## src/rtl/mio_pkg.sv

```systemverilog
// Shared types and helpers for the memory/IO bus controller.
package mio_pkg;

  localparam int DW_DEF      = 32;
  localparam int AW_DEF      = 32;
  localparam int NCH_DEF     = 4;
  localparam int TIMEOUT_DEF = 15;

  typedef enum logic [1:0] {
    IDLE = 2'b00,
    WAIT = 2'b01,
    DONE = 2'b10
  } mio_state_e;

  function automatic int CLOG2(input int v);
    int r;
    r = 0;
    while ((1 << r) < v) r++;
    return r;
  endfunction

endpackage

```

## src/rtl/mio_timeout_cnt.sv

```systemverilog
// WAIT-cycle counter; tc_o flags the last cycle an access may wait for ready.
module mio_timeout_cnt
  import mio_pkg::*;
#(
  parameter int TIMEOUT = TIMEOUT_DEF
) (
  input  logic clk,
  input  logic rst,
  input  logic clr_i,
  input  logic en_i,
  output logic tc_o
);

  localparam int CW = CLOG2(TIMEOUT + 1);

  logic [CW-1:0] cnt_q, cnt_d;

  always_comb begin
    cnt_d = cnt_q;
    if (clr_i)     cnt_d = '0;
    else if (en_i) cnt_d = cnt_q + 1'b1;
  end

  always_ff @(posedge clk or negedge rst) begin
    if (!rst) cnt_q <= '0;
    else      cnt_q <= cnt_d;
  end

  assign tc_o = (cnt_q == CW'(TIMEOUT - 1));

endmodule

```

## src/rtl/mio_bus_ctrl.sv

```systemverilog
// CPU data-port to peripheral-channel bridge: decodes one channel per access,
// holds it until ready or timeout, and returns a done/err pulse plus stall.
module mio_bus_ctrl
  import mio_pkg::*;
#(
  parameter int DW      = DW_DEF,
  parameter int AW      = AW_DEF,
  parameter int NCH     = NCH_DEF,
  parameter int TIMEOUT = TIMEOUT_DEF
) (
  input  logic              clk,
  input  logic              rst,
  input  logic              cpu_req,
  input  logic              cpu_we,
  input  logic [AW-1:0]     cpu_addr,
  input  logic [DW-1:0]     cpu_wdata,
  input  logic [DW/8-1:0]   cpu_be,
  output logic [DW-1:0]     cpu_rdata,
  output logic              cpu_done,
  output logic              cpu_err,
  output logic              stall,
  output logic [NCH-1:0]    ch_req,
  output logic              ch_we,
  output logic [AW-1:0]     ch_addr,
  output logic [DW-1:0]     ch_wdata,
  output logic [DW/8-1:0]   ch_be,
  input  logic [NCH-1:0]    ch_ready,
  input  logic [NCH*DW-1:0] ch_rdata
);

  localparam int SW = CLOG2(NCH);
  localparam int BW = DW / 8;

  mio_state_e      state_q, state_d;
  logic [SW-1:0]   sel_q, sel_d;
  logic [NCH-1:0]  ch_req_q, ch_req_d;
  logic            ch_we_q, ch_we_d;
  logic [AW-1:0]   ch_addr_q, ch_addr_d;
  logic [DW-1:0]   ch_wdata_q, ch_wdata_d;
  logic [BW-1:0]   ch_be_q, ch_be_d;
  logic [DW-1:0]   rdata_q, rdata_d;
  logic            done_q, done_d;
  logic            err_q, err_d;
  logic            cnt_clr, cnt_en, cnt_tc;
  logic [DW-1:0]   rd_sel;

  mio_timeout_cnt #(.TIMEOUT(TIMEOUT)) u_tmo (
    .clk   (clk),
    .rst   (rst),
    .clr_i (cnt_clr),
    .en_i  (cnt_en),
    .tc_o  (cnt_tc)
  );

  always_comb begin
    rd_sel = '0;
    for (int k = 0; k < NCH; k++)
      if (sel_q == SW'(k)) rd_sel = ch_rdata[k*DW +: DW];
  end

  always_comb begin
    state_d    = state_q;
    sel_d      = sel_q;
    ch_req_d   = ch_req_q;
    ch_we_d    = ch_we_q;
    ch_addr_d  = ch_addr_q;
    ch_wdata_d = ch_wdata_q;
    ch_be_d    = ch_be_q;
    rdata_d    = rdata_q;
    done_d     = 1'b0;
    err_d      = 1'b0;
    cnt_clr    = 1'b0;
    cnt_en     = 1'b0;
    case (state_q)
      IDLE: begin
        if (cpu_req) begin
          sel_d      = cpu_addr[AW-1 -: SW];
          ch_req_d   = NCH'(1) << cpu_addr[AW-1 -: SW];
          ch_we_d    = cpu_we;
          ch_addr_d  = cpu_addr;
          ch_wdata_d = cpu_wdata;
          ch_be_d    = cpu_be;
          cnt_clr    = 1'b1;
          state_d    = WAIT;
        end
      end
      WAIT: begin
        cnt_en = 1'b1;
        // ready beats the timeout when both land on the same edge
        if (ch_ready[sel_q]) begin
          rdata_d  = ch_we_q ? '0 : rd_sel;
          done_d   = 1'b1;
          ch_req_d = '0;
          state_d  = DONE;
        end else if (cnt_tc) begin
          rdata_d  = '0;
          done_d   = 1'b1;
          err_d    = 1'b1;
          ch_req_d = '0;
          state_d  = DONE;
        end
      end
      DONE:    state_d = IDLE;
      default: state_d = IDLE;
    endcase
  end

  always_ff @(posedge clk or negedge rst) begin
    if (!rst) begin
      state_q    <= IDLE;
      sel_q      <= '0;
      ch_req_q   <= '0;
      ch_we_q    <= 1'b0;
      ch_addr_q  <= '0;
      ch_wdata_q <= '0;
      ch_be_q    <= '0;
      rdata_q    <= '0;
      done_q     <= 1'b0;
      err_q      <= 1'b0;
    end else begin
      state_q    <= state_d;
      sel_q      <= sel_d;
      ch_req_q   <= ch_req_d;
      ch_we_q    <= ch_we_d;
      ch_addr_q  <= ch_addr_d;
      ch_wdata_q <= ch_wdata_d;
      ch_be_q    <= ch_be_d;
      rdata_q    <= rdata_d;
      done_q     <= done_d;
      err_q      <= err_d;
    end
  end

  assign ch_req    = ch_req_q;
  assign ch_we     = ch_we_q;
  assign ch_addr   = ch_addr_q;
  assign ch_wdata  = ch_wdata_q;
  assign ch_be     = ch_be_q;
  assign cpu_rdata = rdata_q;
  assign cpu_done  = done_q;
  assign cpu_err   = err_q;
  assign stall     = cpu_req & ~done_q;

endmodule

```

## config.mk

```make
export PLATFORM = sky130hd
export DESIGN_NAME = mio_bus_ctrl
export DESIGN_NICKNAME = d
export VERILOG_FILES = /design/src/rtl/mio_pkg.sv /design/src/rtl/mio_timeout_cnt.sv /design/src/rtl/mio_bus_ctrl.sv
export SDC_FILE = /design/constraint.sdc
export NUM_CORES = 1
export LEC_CHECK = 0
export BUFFER_PORTS_ARGS = -buffer_cell sky130_fd_sc_hd__buf_4
export CAP_MARGIN = 20
export CORE_AREA = 2 2 121 123
export CTS_CLUSTER_SIZE = 20
export DETAILED_ROUTE_END_ITERATION = 16
export DIE_AREA = 0 0 123 125
export PLACE_DENSITY_LB_ADDON = 0.2
export RECOVER_POWER = 100
export SKIP_CTS_REPAIR_TIMING = 1
export SLEW_MARGIN = 0
export SYNTH_ARGS = -nofsm -noshare
export SYNTH_HDL_FRONTEND = slang
export SYNTH_SLANG_ARGS = --single-unit
```

## constraint.sdc

```tcl
create_clock -name clk -period 4.47 [get_ports clk]
set_input_delay 0.447 -clock clk [delete_from_list [all_inputs] [get_ports clk]]
set_output_delay 0.447 -clock clk [all_outputs]
set_load 0.03 [all_outputs]
```

==> results of run 1 <==
==> worst max path at each step <==
stage	end	slack (ns)	cells after the start
detailed placement	cpu_rdata[25]	2.11	6
CTS	cpu_rdata[25]	2.16	5
global placement	cpu_rdata[29]	2.16	6
global route	cpu_rdata[0]	1.52	5
finish	cpu_rdata[25]	1.80	5
floorplan	cpu_rdata[21]	2.62	6
==> layer usage <==
| metal | vias up | track usage | share of wire |
|---|---|---|---|
| li1 | 2161 | - | - |
| met1 | 2202 | 0.227 | 0.37 |
| met2 | 189 | 0.360 | 0.54 |
| met3 | 18 | 0.0547 | 0.077 |
| met4 | 0 | 0.0702 | 0.016 |
| met5 | - | 0 | 0 |
==> through the flow <==
stage	setup slack [ns]	util	power (W)	instance area, sq um	hold WS [ns]
final	1.80	0.540	0.00572	7670	0.149
after global routing	1.52	0.540	0.00610	7670	0.219
after CTS	2.16	0.567	0.00616	8050	0.184
after detailed placement	2.11	0.529	0.00493	7510	0.464
after global placement	2.16	0.529	0.00485	7510	0.458
after floorplan	2.62	-	0.00375	5030	0.151
==> state kept, by name, indices dropped and copies added, names as in the netlist <==
register / count
cpu_done: 1
cpu_err: 1
sel_q: 2
ch_req: 4
ch_we: 1
state_q: 2
ch_be: 4
ch_wdata: 32
cpu_rdata: 32
ch_addr: 30
u_tmo.cnt_q: 4
==> critical path: cells and delay by family, from the launching register on <==
kind                   cells  cell delay (ns)
AND/OR/NAND/NOR            1             0.16
buffers and inverters      2             1.11
AO/OA/AOI/OAI              2             1.01
flip-flops                 1             0.32
==> layout make-up <==
cell class | count | area share
Sequential cell | 113 | 0.369
Clock inverter | 11 | 0.0121
Timing Repair Buffer | 318 | 0.261
Multi-Input combinational cell | 306 | 0.267
Inverter | 5 | 0.00245
Clock buffer | 20 | 0.0583
Tap cell | 184 | 0.0300
==> where the power goes <==
group          leakage (nW)  total, W  internal [W]  switching, W
Combinational          2.16   0.00275      0.000890       0.00186
Clock                 0.253   0.00121      0.000768      0.000438
Sequential             1.42   0.00176       0.00149      0.000273
==> cell usage in the layout (no fill, tap or decap), drive strengths merged, types with 2 or more instances in the layout <==
cell | netlist | final
nor3 | 2 | 2
mux2 | 2 | 2
clkinvlp | 0 | 5
mux4 | 32 | 32
clkinv | 0 | 5
o21ai | 5 | 5
dfrtp | 113 | 113
nor2 | 4 | 4
nand2 | 209 | 209
inv | 5 | 5
ha | 2 | 2
nand3 | 4 | 4
a32o | 4 | 4
clkbuf | 16 | 129
buf | 14 | 209
a22o | 32 | 32
==> logic make-up (layout without fill, tap and decap cells) <==
logic type      count (synthesis)  in the layout  share of synthesized area
simple gates                  225            225                      0.174
flops                         113            113                      0.562
compound gates                 44             44                     0.0744
mux                            35             35                      0.151
buf+inv                        35            354                     0.0336
fa+ha+maj                       2              2                    0.00498
==> out/metrics.yaml, run 1 <==
synthesis:
  yosys-top-cells-count: "209 x nand2_1, 113 x dfrtp_1, 32 x a22o_1, 32 x mux4_2, 16 x clkbuf_1"
  synthFlopType: "dfrtp_1"
  synth-seq-area-share: 0.562
  async_reset_ff_frac: 1.00
  yosysMostFrequentCell: "nand2_1"
  synth_top_cells_by_area: "dfrtp_1 56%, nand2_1 16%, mux4_2 14%, a22o_1 5.6%, clkbuf_1 1.2%"
  synth_top_cell_area_share: 0.562
  synth_edf_count: 0
  yosys_warnings: 0
  syn_area_sq_um: 5030
  yosysUniqueCellTypes: 29
  yosys.area.top_type: "dfrtp_1"
  synth_cells: 454
  synth_seq_cells: 113
  syn_nets: 660
  avgSynthCellArea_sq_um: 11.1
floorplan:
  row_count: 44
  core_area_sq_um: 14200
  fp.dieArea_sq_um: 15400
  die_y_um: 125
  start_util: 0.354
  die_x_um: 123
  io_pins: 312
drt:
  antenna_left: 0
  drc: 0
  wirelength_um: 15200
  first_pass_iters: 4
  dr.first_iter.drc_count: 240
  num_vias: 4570
  wl_per_cell_um: 15.9
  viasPerCell: 4.78
global_routing:
  grt_overflow: 0
  grt_pass1_vias: 4831
  grt_pass1_wl_um: 23900
  grtUsageTotal: 0.201
  antenna_found_initial: 0
  grt_max_degree: 71
cells_and_area:
  stdcell_count: 957
  fillers: 1358
  seq_area_sq_um: 2830
  final_nets: 967
  num_antenna_cells: 0
  syn2layout_area_growth_pct: 52.5
  drive_above_1_share: 0.360
  multi_input_area_sq_um: 2050
worst_setup_path:
  cp_max_fo: 37
  cp-start-kind: "register"
  regToRegSetupSlack_ns: 1.80
  max_stage_delay_ns: 0.74
  slowest_stage: "a211oi_4"
  path_cells: "buf_4 > nor2_1 > a211oi_4 > clkbuf_1 > a22o_1"
  cp-startpoint: "sel_q[1]"
  r2r-start: "sel_q[1]"
  end_kind: "register"
  r2r-end: "cpu_rdata[25]"
  worstPathArrival_ns: 3.00
  required_ns: 4.80
  setup.worst_path.class: "register to register"
  reg2regPathDepth: 5
job:
  cap_violations: 0
placement:
  gp_congestion: 0.812
  dp_hpwl_um: 11800
  dp.cells: 925
  port_buffers: 311
min_path:
  hold_path.class: "primary input to async pin"
power:
  peakVddDrop_uv: 345
  power_density_nw_per_um2: 746
  p_leak_nw: 3.84
outcome:
  status: "completed"
cts:
  numCtsBuffers: 17
  root_buffer: "clkbuf_16"
  clockBufferDepth: 2
  cts_sinks: 113
  htree_num_levels: 4
  path_clk_slew_ns: 0.06
  cts_tree: "done"
  clk_latency_ns: 0.40
sta:
  drv_slew: 0
  fin_crit_sh: 0.598
  fmax_mhz: 374
  clock_skew_ns: 0.0159
  finalHoldViolations: 0
  maxSlewHeadroom: 0.421
  setup_tns_ns: 0
  rsz0062_at_grt: "no"
  worst_slew_pin_slew_ns: 0.867
  period_needed_ns: 2.67
  finalSetupViolations: 0
Note: power is estimated with default switching activity, not from simulation.
==> run 2: changes to the inputs <==
ABC_AREA = 1   (was not set)
CORE_AREA = not set   (was 2 2 121 123)
CORE_MARGIN = 2   (was not set)
CORE_UTILIZATION = 41   (was not set)
DIE_AREA = not set   (was 0 0 123 125)
clock period = 2.2 ns   (was 4.47 ns; I/O delays follow)
==> out/metrics.yaml, run 2 <==
placement:
  port_buffers: 311  # unchanged
  dp_hpwl_um: 12900  # +9.2%
  gp_congestion: 0.789  # -2.7%
synthesis:
  synth_edf_count: 0  # unchanged
  avgSynthCellArea_sq_um: 7.08  # -36%
  syn_area_sq_um: 5750  # +14%
  yosysMostFrequentCell: "nand2_1"
  syn_nets: 1018  # +54%
  synth_seq_cells: 113  # unchanged
  async_reset_ff_frac: 1.00  # unchanged
  synth_top_cell_area_share: 0.492  # -0.0704
  synth_cells: 812  # +79%
  synth_top_cells_by_area: "dfrtp_1 49%, nand2_1 28%, nand3_1 4.6%, inv_1 4.2%, or2_2 2.4%"
  yosys_warnings: 0  # unchanged
  synthFlopType: "dfrtp_1"
  yosysUniqueCellTypes: 23  # -21%
  yosys.area.top_type: "dfrtp_1"
  synth-seq-area-share: 0.492  # -0.0704
  yosys-top-cells-count: "429 x nand2_1, 113 x dfrtp_1, 65 x inv_1"
worst_setup_path:
  cp_max_fo: 73  # +97%
  worstPathArrival_ns: 2.17  # -0.83 ns
  path_cells: "nor3_1 > clkbuf_4 > o21ai_0 > o21ai_0 > inv_1"
  slowest_stage: "clkbuf_4"
  r2r-start: "state_q[0]"
  cp-start-kind: "register"
  max_stage_delay_ns: 0.72  # -0.02 ns
  crit_buf_inv: 2  # unchanged
  reg2regPathDepth: 5  # unchanged
  regToRegSetupSlack_ns: 0.32  # -1.48 ns
  required_ns: 2.49  # -2.31 ns
  end_kind: "register"
  critPathTopFamily: "buffers and inverters"
  cpMostUsedCell: "o21ai_0"
  r2r-end: "u_tmo.cnt_q[3]"
  setup.worst_path.class: "register to register"
  cp.depth: 5  # unchanged
cells_and_area:
  multi_input_area_sq_um: 2430  # +19%
  drive_above_1_share: 0.245  # -0.115
  num_antenna_cells: 0  # unchanged
  seq_area_sq_um: 2830  # about the same
  final_cell_mix: "430 x nand2_1, 214 x buf_4, 113 x dfrtp_1"
  fin_util: 0.615  # +0.0748
  syn2layout_area_growth_pct: 47.3
  mostFrequentLayoutCell: "nand2_1"
  fillers: 1386  # +2.1%
  final_nets: 1321  # +37%
drt:
  drc: 0  # unchanged
  num_vias: 6031  # +32%
  wl_per_cell_um: 13.5  # -15%
  wirelength_um: 17700  # +17%
  dr.first_iter.drc_count: 380  # +58%
  viasPerCell: 4.61  # -3.4%
  first_pass_iters: 5  # +1
  antenna_left: 0  # unchanged
sta:
  clock_skew_ns: 0.0101  # -0.00580 ns
  rsz0062_at_grt: "no"
  finalHoldViolations: 0  # unchanged
  fmax_mhz: 532  # +42%
  finalSetupViolations: 0  # unchanged
  setup_tns_ns: 0  # unchanged
  drv_slew: 0  # unchanged
  maxSlewHeadroom: 0.363  # -0.0572
  fin_crit_sh: 0.854  # +0.256
  worst_slew_pin_slew_ns: 0.955  # +0.0879 ns
  period_needed_ns: 1.88  # -0.794 ns
cts:
  clockBufferDepth: 2  # unchanged
  root_buffer: "clkbuf_16"
  cts_tree: "done"
  htree_num_levels: 4  # unchanged
  clk_latency_ns: 0.41  # about the same
  numCtsBuffers: 17  # unchanged
  path_clk_slew_ns: 0.06  # about the same
  cts_sinks: 113  # unchanged
floorplan:
  fp.dieArea_sq_um: 15000  # -2.6%
  io_pins: 312  # unchanged
  die_y_um: 122  # -2.1%
  die_x_um: 122  # -0.50%
  core_area_sq_um: 13800  # -3.0%
  start_util: 0.417  # +0.0633
  row_count: 43  # -2.3%
global_routing:
  grtUsageTotal: 0.233  # +0.0314
  antenna_found_initial: 0  # unchanged
  grt_pass1_vias: 5492  # +14%
  grt_overflow: 0  # unchanged
  grt_pass1_wl_um: 27300  # +14%
  grt_max_degree: 76  # +7.0%
job:
  cap_violations: 0  # unchanged
power:
  peakVddDrop_uv: 875  # +150%
  p_leak_nw: 4.79  # +25%
  power_density_nw_per_um2: 1560  # +110%
min_path:
  min_path_cells: 3
  min_to: "ch_wdata[23]"
  hold_path.class: "primary input to register"
  hold_path_startpoint: "cpu_wdata[23]"
outcome:
  status: "completed"
## run 2: routing by layer
metal,global-route usage,share of wire,vias up
li1,-,-,3051
met1,0.285,0.40,2737
met2,0.399,0.49,211
met3,0.0609,0.079,32
met4,0.0761,0.024,0
met5,0,0,-
## run 2: per-stage QoR
stage          power [W]  cells  setup WS (ns)  hold slack (ns)  area [sq um]
2_1_floorplan    0.00830    812          0.613          -0.0756          5750
3_3_place_gp      0.0109   1275          0.514            0.219          8220
3_5_place_dp      0.0110   1275          0.453            0.230          8220
4_1_cts           0.0141   1307          0.451           -0.204          8880
5_1_grt           0.0141   1308          0.152          0.00974          8460
6_report          0.0132   1308          0.321          0.00597          8460
## run 2: worst max path at each step
stage / startpoint / end / slack (ns)
6_report: state_q[0] / u_tmo.cnt_q[3] / 0.32
5_1_grt: state_q[0] / u_tmo.cnt_q[3] / 0.15
4_1_cts: sel_q[0] / cpu_rdata[18] / 0.45
3_5_place_dp: sel_q[0] / cpu_rdata[18] / 0.45
3_3_place_gp: sel_q[0] / cpu_rdata[19] / 0.51
2_1_floorplan: sel_q[1] / cpu_rdata[24] / 0.61
## run 2: tightest hold or removal path: cells and delay by family
| kind | cells | cell delay, ns |
|---|---|---|
| buffers and inverters | 1 | 0.07 |
| and+or+nand+nor | 2 | 0.09 |
## run 2: report_power, final
part / switching [W] / total [W] / internal (W)
Sequential: 0.000563 / 0.00362 / 0.00305
Combinational: 0.00476 / 0.00650 / 0.00174
Clock: 0.000926 / 0.00308 / 0.00215
Total: 0.00625 / 0.0132 / 0.00695
## run 2: final cells by class
class,instances,share of cell area
clock inverters,10,0.0244
flip-flops and latches,113,0.334
inverters,67,0.0300
well taps,180,0.0266
repair buffers,327,0.244
multi-input cells,589,0.288
clock buffers,22,0.0537
## run 2: cells by family (layout without fill, tap and decap cells)
group,count (synthesis),count (layout),share of synthesized area
simple gates,560,560,0.396
buf+inv,110,426,0.0838
flops,113,113,0.492
compound gates,27,27,0.0235
fa+ha+maj,2,2,0.00435
